<file path="src/rtl/div_ctrl.sv">
// DIV/IDIV front/back end for the 80188-class execution unit: forms operands, screens
// divide-by-zero and quotient overflow, runs the toggle handshake and fixes up the signs.
module div_ctrl #(
  parameter bit ALLOW_MIN_QUOT = 1'b1
) (
  input  logic        clk,
  input  logic        reset,
  input  logic        start,
  input  logic        op_signed,
  input  logic        op_word,
  input  logic [31:0] dividend,
  input  logic [15:0] divisor,
  output logic        busy,
  output logic        done,
  output logic        fault,
  output logic [15:0] quot,
  output logic [15:0] rem,
  output logic [31:0] div_dividend,
  output logic [15:0] div_divisor,
  output logic        div_signed,
  output logic        div_run,
  input  logic        div_done,
  input  logic [15:0] div_q,
  input  logic [15:0] div_r
);

  typedef enum logic [2:0] {
    S_IDLE,
    S_CHECK,
    S_WAIT,
    S_FIX,
    S_DONE
  } state_e;

  state_e state_q, state_d;

  logic        signed_q, signed_d;
  logic        word_q, word_d;
  logic        quot_neg_q, quot_neg_d;
  logic        rem_neg_q, rem_neg_d;
  logic [31:0] dvd_q, dvd_d;
  logic [15:0] dvs_q, dvs_d;
  logic        run_q, run_d;
  logic        fault_q, fault_d;
  logic [15:0] quot_q, quot_d;
  logic [15:0] rem_q, rem_d;
  logic [15:0] qraw_q, qraw_d;
  logic [15:0] rraw_q, rraw_d;

  logic [31:0] ext_dvd;
  logic [15:0] ext_dvs;
  logic [31:0] mag_dvd;
  logic [15:0] mag_dvs;
  logic        chk_fault;
  logic        ack_match;
  logic [15:0] q_mag;
  logic [15:0] r_mag;
  logic [15:0] rem_fix;
  logic        rng_fault;

  // ---------------------------------------------------------------------------
  // Operand forming and fault screening
  // ---------------------------------------------------------------------------
  always_comb begin
    if (op_word) begin
      ext_dvd = dividend;
      ext_dvs = divisor;
    end else if (op_signed) begin
      ext_dvd = {{16{dividend[15]}}, dividend[15:0]};
      ext_dvs = {{8{divisor[7]}}, divisor[7:0]};
    end else begin
      ext_dvd = {16'h0000, dividend[15:0]};
      ext_dvs = {8'h00, divisor[7:0]};
    end

    // Operands are already sign-extended, so bit 31/15 is the sign at either width.
    mag_dvd = (signed_q && dvd_q[31]) ? (~dvd_q + 32'd1) : dvd_q;
    mag_dvs = (signed_q && dvs_q[15]) ? (~dvs_q + 16'd1) : dvs_q;

    chk_fault = (dvs_q == 16'h0000) ||
                (word_q ? (mag_dvd[31:16] >= mag_dvs)
                        : (mag_dvd[15:8] >= mag_dvs[7:0]));

    ack_match = (div_done == run_q);

    q_mag   = quot_neg_q ? (~qraw_q + 16'd1) : qraw_q;
    r_mag   = quot_neg_q ? (~rraw_q + 16'd1) : rraw_q;
    rem_fix = rem_neg_q ? (~r_mag + 16'd1) : r_mag;

    rng_fault = 1'b0;
    if (signed_q) begin
      if (word_q) begin
        rng_fault = quot_neg_q ? ((q_mag > 16'h8000) || ((q_mag == 16'h8000) && !ALLOW_MIN_QUOT))
                               : (q_mag > 16'h7FFF);
      end else begin
        rng_fault = quot_neg_q ? ((q_mag[7:0] > 8'h80) || ((q_mag[7:0] == 8'h80) && !ALLOW_MIN_QUOT))
                               : (q_mag[7:0] > 8'h7F);
      end
    end
  end

  // ---------------------------------------------------------------------------
  // FSM: state register
  // ---------------------------------------------------------------------------
  // NOTE: sequential state uses non-blocking assignments so every flop samples pre-edge values.
  always_ff @(posedge clk) begin
    if (reset) state_q <= S_IDLE;
    else       state_q <= state_d;
  end

  // ---------------------------------------------------------------------------
  // FSM: next state
  // ---------------------------------------------------------------------------
  always_comb begin
    state_d = state_q;
    unique case (state_q)
      S_IDLE:  if (start) state_d = S_CHECK;
      S_CHECK: state_d = chk_fault ? S_DONE : S_WAIT;
      S_WAIT:  if (ack_match) state_d = S_FIX;
      S_FIX:   state_d = S_DONE;
      S_DONE:  state_d = S_IDLE;
      default: state_d = S_IDLE;
    endcase
  end

  // ---------------------------------------------------------------------------
  // FSM: outputs
  // ---------------------------------------------------------------------------
  always_comb begin
    busy  = (state_q == S_CHECK) || (state_q == S_WAIT) || (state_q == S_FIX);
    done  = (state_q == S_DONE);
    fault = (state_q == S_DONE) && fault_q;
  end

  assign quot         = quot_q;
  assign rem          = rem_q;
  assign div_dividend = dvd_q;
  assign div_divisor  = dvs_q;
  assign div_signed   = signed_q;
  assign div_run      = run_q;

  // ---------------------------------------------------------------------------
  // Datapath next values
  // ---------------------------------------------------------------------------
  // NOTE: every signal gets a hold default first, so no path through the case infers a latch.
  always_comb begin
    signed_d   = signed_q;
    word_d     = word_q;
    quot_neg_d = quot_neg_q;
    rem_neg_d  = rem_neg_q;
    dvd_d      = dvd_q;
    dvs_d      = dvs_q;
    run_d      = run_q;
    fault_d    = fault_q;
    quot_d     = quot_q;
    rem_d      = rem_q;
    qraw_d     = qraw_q;
    rraw_d     = rraw_q;

    unique case (state_q)
      S_IDLE: begin
        if (start) begin
          signed_d   = op_signed;
          word_d     = op_word;
          dvd_d      = ext_dvd;
          dvs_d      = ext_dvs;
          quot_neg_d = op_signed & (ext_dvd[31] ^ ext_dvs[15]);
          rem_neg_d  = op_signed & ext_dvd[31];
          fault_d    = 1'b0;
        end
      end
      S_CHECK: begin
        fault_d = chk_fault;
        if (!chk_fault) run_d = ~run_q;
      end
      S_WAIT: begin
        // The divider only guarantees its result in the acknowledge cycle.
        if (ack_match) begin
          qraw_d = div_q;
          rraw_d = div_r;
        end
      end
      S_FIX: begin
        fault_d = rng_fault;
        if (!rng_fault) begin
          quot_d = word_q ? qraw_q  : {8'h00, qraw_q[7:0]};
          rem_d  = word_q ? rem_fix : {8'h00, rem_fix[7:0]};
        end
      end
      default: ;
    endcase
  end

  // Reset re-aligns div_run with the divider acknowledge, abandoning any divide in flight.
  always_ff @(posedge clk) begin
    if (reset) begin
      signed_q   <= 1'b0;
      word_q     <= 1'b0;
      quot_neg_q <= 1'b0;
      rem_neg_q  <= 1'b0;
      dvd_q      <= 32'h0;
      dvs_q      <= 16'h0;
      run_q      <= div_done;
      fault_q    <= 1'b0;
      quot_q     <= 16'h0;
      rem_q      <= 16'h0;
      qraw_q     <= 16'h0;
      rraw_q     <= 16'h0;
    end else begin
      signed_q   <= signed_d;
      word_q     <= word_d;
      quot_neg_q <= quot_neg_d;
      rem_neg_q  <= rem_neg_d;
      dvd_q      <= dvd_d;
      dvs_q      <= dvs_d;
      run_q      <= run_d;
      fault_q    <= fault_d;
      quot_q     <= quot_d;
      rem_q      <= rem_d;
      qraw_q     <= qraw_d;
      rraw_q     <= rraw_d;
    end
  end

endmodule

</file>
<file path="config.mk">
export PLATFORM = sky130hd
export DESIGN_NAME = div_ctrl
export DESIGN_NICKNAME = d
export VERILOG_FILES = /design/src/rtl/div_ctrl.sv
export SDC_FILE = /design/constraint.sdc
export NUM_CORES = 1
export LEC_CHECK = 0
export CAP_MARGIN = 20
export CORE_MARGIN = 2
export CORE_UTILIZATION = 50
export DETAILED_ROUTE_END_ITERATION = 10
export PLACE_DENSITY = 0.81
export SETUP_SLACK_MARGIN = 0.3
export SYNTH_ARGS = -nofsm -noshare
export SYNTH_HDL_FRONTEND = slang
export SYNTH_SLANG_ARGS = --single-unit
</file>
<file path="constraint.sdc">
create_clock -name clk -period 5.7 [get_ports clk]
set_clock_uncertainty 0.05 [all_clocks]
set_input_delay 1.14 -clock clk [delete_from_list [all_inputs] [get_ports clk]]
set_output_delay 1.14 -clock clk [all_outputs]
set_load 0.005 [all_outputs]
</file>
* After elaboration in Yosys (flattened, before gate mapping)
Cells that the tools add are included.
** Word-level totals
- Output and inout bits :: 85
- Word-level logic and storage cells :: 83
- Input bits :: 86
- Register bits :: 121
** Cells by class
- Mux-type cells :: 25
- Magnitude comparators :: 6
- Reduce and logical (&&, ||, !) cells :: 16
- Equal/unequal tests :: 8
- $add $sub $neg :: 5
- Bitwise gates (word level) :: 10
** Operators by type and width (number)
- $mux 16 :: 8
- $mux 32 :: 3
- $add 16x1->16 const B :: 4
- $not 16->16 :: 4
- $add 32x1->32 const B :: 1
- $not 32->32 :: 1
- $ge 16x16->1 :: 1
- $gt 16x15->1 const B :: 1
- $gt 16x16->1 const B :: 1
- $logic_not 16->1 :: 1
- $pmux 3 s4 :: 1
- $reduce_and 2->1 :: 6
- $mux 1 :: 9
- $mux 3 :: 3
- $ge 8x8->1 :: 1
- $gt 8x7->1 const B :: 1
- $gt 8x8->1 const B :: 1
- $eq 3x2->1 const B :: 2
- $ne 2x2->1 const B :: 3
- $eq 3x1->1 const B :: 1
- $eq 3x3->1 const B :: 1
- $logic_and 1x1->1 :: 3
- $logic_not 3->1 :: 1
- $logic_or 1x1->1 :: 3
- other kinds (7) :: 9

* Depth between registers and ports, before layout
Gate-level depths: netlist (run 1).
- Depth after elaboration :: 9
- Mapped depth :: 16
- Mapped depth without buffers :: 16

* Worst setup path before layout (run 1)
OpenSTA, ideal clock, no wires.
- Kind :: reg-to-reg
- Start :: reg dvd_q[14] (netlist: div_dividend[14])
- End :: reg run_q (netlist: div_run) (enable)
- Arrival time :: 4087 ps
- Cell stages (with the launch flop) :: 17
- Buffers on the path :: 0
- Path slack :: 1259 ps
- Required time :: 5346 ps
- Library setup time :: 304 ps
- Period minus slack after synthesis :: 4441 ps
- Path through :: dfxtp_1 or4_1 or3_1 or4_4 or4_4 or4_4 o31ai_2 xnor2_1 ha_1 a21o_1 a21oi_1 nor2b_1 o21ai_0 o311ai_0 a21oi_1 nand2_1 o21bai_1
** Between the ends
- Cells in the longest elaborated chain, start to end :: 8
- Elaborated cells on any way between the ends :: 9
- Those cells by class :: add/sub (1); order compare (2); eq/ne (1); mux (2); bitwise (1); reduce/logical (2)
** RTL lines
- start: declaration :: RTL line 41 : logic [31:0] dvd_q, dvd_d;
- start signal: assignment :: RTL line 214 : dvd_q <= dvd_d;
- $not 32->32 :: RTL line 77 : mag_dvd = (signed_q && dvd_q[31]) ? (~dvd_q + 32'd1) : dvd_q;
- $add 32x1->32 :: RTL line 77
- $mux 32 (*) :: RTL line 77
- $ge 16x16->1 or $ge 8x8->1 (tied branches) :: RTL line 81, 82
- $mux 1 (*) :: RTL line 81 : (word_q ? (mag_dvd[31:16] >= mag_dvs)
- $logic_or 1x1->1 (*) :: RTL line 80 : chk_fault = (dvs_q == 16'h0000) ||
- $ne 2x2->1 (no line) (*)
- $reduce_and 2->1 (no line) (*)
- end signal: assignment :: RTL line 203 : run_q <= div_done;
- end signal: assignment :: RTL line 216 : run_q <= run_d;
- end: declaration :: RTL line 43 : logic run_q, run_d;
Every way passes the cells marked *; elsewhere a longest branch is shown, timed or not.
A chain may end at the register's enable or synchronous reset.

* Worst setup path in the final report (run 1)
Ends and elaborated chain as after synthesis.

==> flow_metrics.tcl, run 1 <==
set metrics [dict create \
    initial_core_util_pct 50.64 \
    numCtsBuffers 17 \
    powerDensity_nw_per_um2 305.8 \
    comb_power_share_pct 26.6 \
    status "completed" \
    grt_pass1_wl_mm 31.41 \
    crit_path_end_kind "register" \
    worstPathRequired_ps 5780 \
    synth_flop_cell "dfxtp_1" \
    drt_iter0_drc 434 \
    root_buffer "clkbuf_16" \
    cts.sink_count 121 \
    reg2reg_from "div_dividend[14]$_SDFFE_PP0P_" \
    port_buffers 170 \
    p_int_mw 1.934 \
    setup_viol 0 \
    drive_gt1_share_pct 5.933 \
    power.share.switching_pct 32.16 \
    vias_per_cell 5.669 \
    leakage_nw 3.311 \
    finalInstanceArea_sq_um 9324 \
    clock.fmax_mhz 209.4 \
    core-area_sq_um 13770 \
    arrival_ps 4850 \
    layout.nets 1146 \
    grt_use_total_pct 26.37 \
    seqPwrFrac_pct 35.2 \
    routabilityCongestion 0.9330 \
    critical_path.startpoint "div_dividend[14]$_SDFFE_PP0P_" \
    hp-class "reg -> reg" \
    via_count 6945 \
    dieArea_sq_um 14910 \
    cts_buffer_depth 2 \
    pin_count 171 \
    synth_edf_count 1 \
    worst_ir_drop_vdd_mv 0.2052 \
    cts_setup_buffers 0 \
    grt_pass1_vias 6328 \
    insertion_delay_ps 430 \
    grt-ovfl-total 0 \
    fin_util_pct 67.70 \
    worst_pin_slew_ps 1014 \
    drt_wl_total_mm 19.15 \
    synth-seq-area-share_pct 34.88 \
    path_max_fanout 7 \
    p_switching_mw 0.9170 \
    post-place-ws_ps 974.1 \
    synth_area_sq_um 6974 \
    worstHoldStart "quot[10]$_SDFFE_PP0P_" \
    fp.dieH_microns 122.1 \
    wl_per_cell_microns 15.63 \
    post_cts_resized 0 \
    maxCapViolations 0 \
    syn_nets 1016 \
    relSlewSlack_pct 32.41 \
    cts.hold.buffers_added 0 \
    firstDrtPassIters 7 \
    period_needed_ps 4775 \
    start_kind "register" \
    syn_inst 902 \
    power_mw 2.851 \
    grt_max_degree 86 \
    worst_slack_ps 925.4 \
    detail-route-antenna-nets 0 \
    postSynthRegisterBits 121 \
    drv_slew 0 \
    power_frac_clock_pct 38.3 \
    die_w_microns 122.1 \
    synth_warnings 0 \
    syn_avg_cell_area_sq_um 7.732 \
    clk_pin_slew_ps 60 \
    finalSetupTns_ps 0 \
    critPathKind "reg -> reg" \
    period_share_pct 83.76 \
    hpwlAfterDp_mm 13.32 \
    synthDistinctLibCells 67 \
    diodes 0 \
    drc 0 \
    placed_area_sq_um 8698 \
    rsz0062_at_grt "false" \
    layout-area-overhead-vs-synth_pct 33.69 \
    num_rows 43 \
    hold_viol_final 0 \
    async_flop_share_pct 0 \
    cts_tree "built" \
    htree_levels 4 \
    antenna_found_initial 0 \
]
## cell usage after synthesis (all sizes together) (2+ instances only)
master	n	share of area [%]
xnor2	43	5.4
a31oi	29	2.6
mux2i	19	2.7
mux2	2	0.32
o32ai	6	0.75
dfxtp	120	34
o31ai	11	1.3
nor3	15	1.1
inv	14	0.75
a21oi	100	7.2
buf	7	0.66
nor4	9	1.0
o21ai	23	1.7
or2	8	0.72
ha	28	5.0
nand3	44	3.2
a211oi	5	0.54
and3	2	0.18
a21o	7	0.75
xor2	25	3.1
or4	8	1.0
o21a	3	0.32
a41oi	5	0.63
and2	5	0.47
or3	7	0.63
nor3b	2	0.22
o41ai	3	0.38
nand4	6	0.54
o2111ai	2	0.25
a221oi	3	0.38
nor2	44	2.4
or4b	2	0.29
nand2	177	9.5
nand3b	4	0.43
nor2b	7	0.63
a211o	2	0.25
nand2b	26	2.3
clkbuf	58	3.1
## worst max-delay path: stages, from the launching register on
cell and delay (ps):
dfxtp_1 370, or4_1 550, or3_1 360, or4_4 440
or4_4 440, or4_4 470, o31ai_2 220, xnor2_1 160
ha_1 270, a21o_1 160, a21oi_1 150, nor2b_1 60
o21ai_0 130, o311ai_0 180, a21oi_1 210, nand2_1 100
o21bai_1 160
## final cells by class
cell class	instances	area [sq um]
fillers	1187	4449
multi-input cells	701	4248
inverters	15	56.30
clock inverters	14	158.9
well taps	180	225.2
clock buffers	18	439.2
repair buffers	176	1764
flip-flops and latches	121	2432
## power by group through the flow
stage               registers, mW  clock network [mW]  logic, mW
global placement             1.02                   0      0.729
finish                       1.00                1.09      0.757
global route                 1.01                1.14      0.841
detailed placement           1.02                   0      0.744
CTS                          1.00                1.11      0.751
floorplan                   0.986                   0      0.498
## per-stage QoR
stage / cells / hold WS [ps]
floorplan: 902 / 398.8
global placement: 1192 / 406.8
detailed placement: 1192 / 408.6
CTS: 1224 / 416.8
global route: 1225 / 437.0
finish: 1225 / 414.6
## kinds of logic (layout without fill, tap and decap cells)
| group | count (synthesis) | in the layout | synth area share (%) |
|---|---|---|---|
| muxes | 21 | 21 | 3.050 |
| DFF | 121 | 121 | 34.88 |
| AOI/OAI and AO/OA | 210 | 210 | 18.25 |
| and+or+nand+nor | 374 | 374 | 25.67 |
| buffers and inverters | 80 | 223 | 4.593 |
| adders and majority gates | 28 | 28 | 5.023 |
| xor gates and xnor gates | 68 | 68 | 8.540 |
## path summary, 6_finish.rpt
path | endpoint | slack, ps | cells after the start
min reg2reg | quot[10]$_SDFFE_PP0P_ | 410 | 2
max | div_run$_DFFE_PP_ | 930 | 16
max reg2reg | div_run$_DFFE_PP_ | 930 | 16
min | quot[10]$_SDFFE_PP0P_ | 410 | 2
## layout by cell type (no fill, tap or decap), types with 3 or more instances in the layout
cell type and instances:
or3_1 6, dfxtp_1 120, a211oi_1 5, inv_1 14, nand4_1 6, or4_4 3
a21oi_1 100, nor2b_1 7, clkdlybuf4s50_1 169, clkbuf_16 17, nand3b_1 4, nand2b_1 26
buf_4 6, nand3_1 44, nor2_1 44, o21ai_0 22, o41ai_1 3, a31oi_1 28
a21o_1 7, inv_6 8, a221oi_1 3, o21a_1 3, ha_1 28, or4_1 5
or2_2 8, xnor2_1 43, nand2_1 177, mux2i_1 19, and2_1 4, a41oi_1 5
o32ai_1 6, nor3_1 13, nor4_1 8, xor2_1 25, o31ai_1 10
## sequential cells by signal, summed over array words and instances, names as in the netlist
name / cells
div_divisor: 16
div_run: 1
word_q: 1
qraw_q: 16
div_signed: 1
rraw_q: 16
quot_neg_q: 1
rem: 16
state_q: 3
fault_q: 1
rem_neg_q: 1
div_dividend: 32
quot: 16
## metal layers
| metal | routed length [microns] | part of all wire (%) | track usage, % |
|---|---|---|---|
| met2 | 9106 | 48 | 42.91 |
| met4 | 449 | 2.3 | 9.986 |
| met3 | 1192 | 6.2 | 6.039 |
| met1 | 8401 | 44 | 34.05 |
| met5 | 0 | 0 | 0 |
Power figures use the tool's default switching activity.
==> inputs of run 2 (changes only) <==
==> constraint.sdc (replaced) <==
create_clock -name clk -period 5 [get_ports clk]
set_clock_uncertainty 0.05 [all_clocks]
set_input_delay 1 -clock clk [delete_from_list [all_inputs] [get_ports clk]]
set_output_delay 1 -clock clk [all_outputs]
set_load 0.005 [all_outputs]
==> run 2 against run 1 <==
Against the previous run: first-iteration DRC count down 11%; critical path type unchanged; sequential cell count unchanged; sequential share of layout area down 0.17 points; maximum frequency up 4.4%.
==> flow_metrics.tcl, run 2 (synthesis gave the netlist of run 1 again) <==
set metrics [dict create \
    status "completed" \
    vias_per_cell 5.590 \
    timing.rr.end "div_run$_DFFE_PP_" \
    drive_gt1_share_pct 6.590 \
    hold_viol_final 0 \
    cts_setup_buffers 0 \
    start_kind "register" \
    core-area_sq_um 13770 \
    worstHoldStart "quot[12]$_SDFFE_PP0P_" \
    pin_count 171 \
    critPathKind "reg -> reg" \
    worst_pin_slew_ps 961.5 \
    post_cts_resized 0 \
    grt_pass1_vias 6500 \
    numCtsBuffers 17 \
    powerDensity_nw_per_um2 350.6 \
    setup_viol 0 \
    grt-ovfl-total 0 \
    maxCapViolations 0 \
    antenna_found_initial 0 \
    worst_ir_drop_vdd_mv 0.3291 \
    layout-area-overhead-vs-synth_pct 34.62 \
    cts_tree "built" \
    ff2ff_path_depth 16 \
    largest_register_ffs 32 \
    fin_util_pct 68.17 \
    fp.dieH_microns 122.1 \
    htree_levels 4 \
    drt_iter0_drc 388 \
    layout_commonest_cell "nand2_1" \
    hp-class "reg -> reg" \
    firstDrtPassIters 5 \
    final_cells 1227 \
    leakage_nw 3.332 \
    cts.hold.buffers_added 0 \
    relSlewSlack_pct 35.70 \
    hpwlAfterDp_mm 13.38 \
    drc 0 \
    root_buffer "clkbuf_16" \
    grt_pass1_wl_mm 31.35 \
    reg2reg_from "div_dividend[15]$_SDFFE_PP0P_" \
    detail-route-antenna-nets 0 \
    period_needed_ps 4572 \
    clock.fmax_mhz 218.7 \
    finalSetupTns_ps 0 \
    grt_max_degree 94 \
    arrival_ps 4640 \
    cts.sink_count 121 \
    drv_slew 0 \
    final_cell_mix "177 x nand2_1, 169 x clkdlybuf4s50_1, 119 x dfxtp_1, 99 x a21oi_1" \
    hold_depth 2 \
    clk_pin_slew_ps 60 \
    crit_path_end_kind "register" \
    path_max_fanout 6 \
    reg2reg_setup_slack_ps 430 \
    place_inst 1194 \
    port_buffers 170 \
    diodes 0 \
    via_count 6859 \
    num_rows 43 \
    cts_buffer_depth 2 \
    hold_end "quot[12]$_SDFFE_PP0P_" \
    period_share_pct 91.44 \
    grt_use_total_pct 26.26 \
    wl_per_cell_microns 15.61 \
    layout.nets 1148 \
    routabilityCongestion 0.9377 \
    rsz0062_at_grt "true" \
    fillers 1183 \
    dieArea_sq_um 14910 \
    worstPathRequired_ps 5070 \
    die_w_microns 122.1 \
    initial_core_util_pct 50.64 \
    drt_wl_total_mm 19.15 \
    insertion_delay_ps 420 \
]
[run 2: routing by layer]
layer  up-vias  part of all wire, %  global-route usage [%]
met5         -                    0                       0
met4         0                  2.1                   9.267
met3        36                  6.5                   6.788
met2       228                   48                   43.96
met1      3168                   44                   32.69
li1       3427                    -                       -
[run 2: layout make-up]
type                    count  area (sq um)  share of cell area [%]
multi-input cells         701          4285                   45.64
well taps                 180         225.2                   2.399
inverters                  15         56.30                  0.5997
repair buffers            178          1779                   18.95
clock inverters            13         166.4                   1.772
flip-flops and latches    121          2434                   25.92
clock buffers              19         442.9                   4.717
[run 2: power breakdown]
part | switching [mW] | internal [mW] | leakage [nW]
Clock | 0.467 | 0.801 | 0.290
Sequential | 0.110 | 1.03 | 0.985
Combinational | 0.456 | 0.424 | 2.06
[run 2: critical path, stage by stage (launching register included)]
cell and delay, ps:
dfxtp_2 350, or4_1 530, or3_1 340, or4_4 440
or4_4 440, or4_4 480, o31ai_4 200, xnor2_1 150
ha_1 260, a21o_1 160, a21oi_1 140, nor2b_1 60
o21ai_1 140, o311ai_2 160, a21oi_2 170, nand2_1 80
o21bai_1 150
[run 2: how the worst max path moves through the flow]
stage	startpoint	slack [ps]	cells past startpoint	endpoint
floorplan	div_dividend[14]$_SDFFE_PP0P_	560	16	div_run$_DFFE_PP_
global placement	div_dividend[15]$_SDFFE_PP0P_	360	16	div_run$_DFFE_PP_
detailed placement	div_dividend[15]$_SDFFE_PP0P_	330	16	div_run$_DFFE_PP_
CTS	div_dividend[15]$_SDFFE_PP0P_	310	16	div_run$_DFFE_PP_
global route	div_dividend[0]$_SDFFE_PP0P_	160	16	div_run$_DFFE_PP_
finish	div_dividend[15]$_SDFFE_PP0P_	430	16	div_run$_DFFE_PP_
[run 2: stage by stage]
step	hold WS, ps	area [sq um]	setup slack [ps]	power, mW
2_1_floorplan	398.8	6974	558.8	1.692
3_3_place_gp	408.2	8713	361.1	1.996
3_5_place_dp	408.8	8713	332.0	2.009
4_1_cts	418.4	9323	309.8	3.276
5_1_grt	438.6	9389	162.8	3.466
6_report	419.2	9389	428.0	3.292
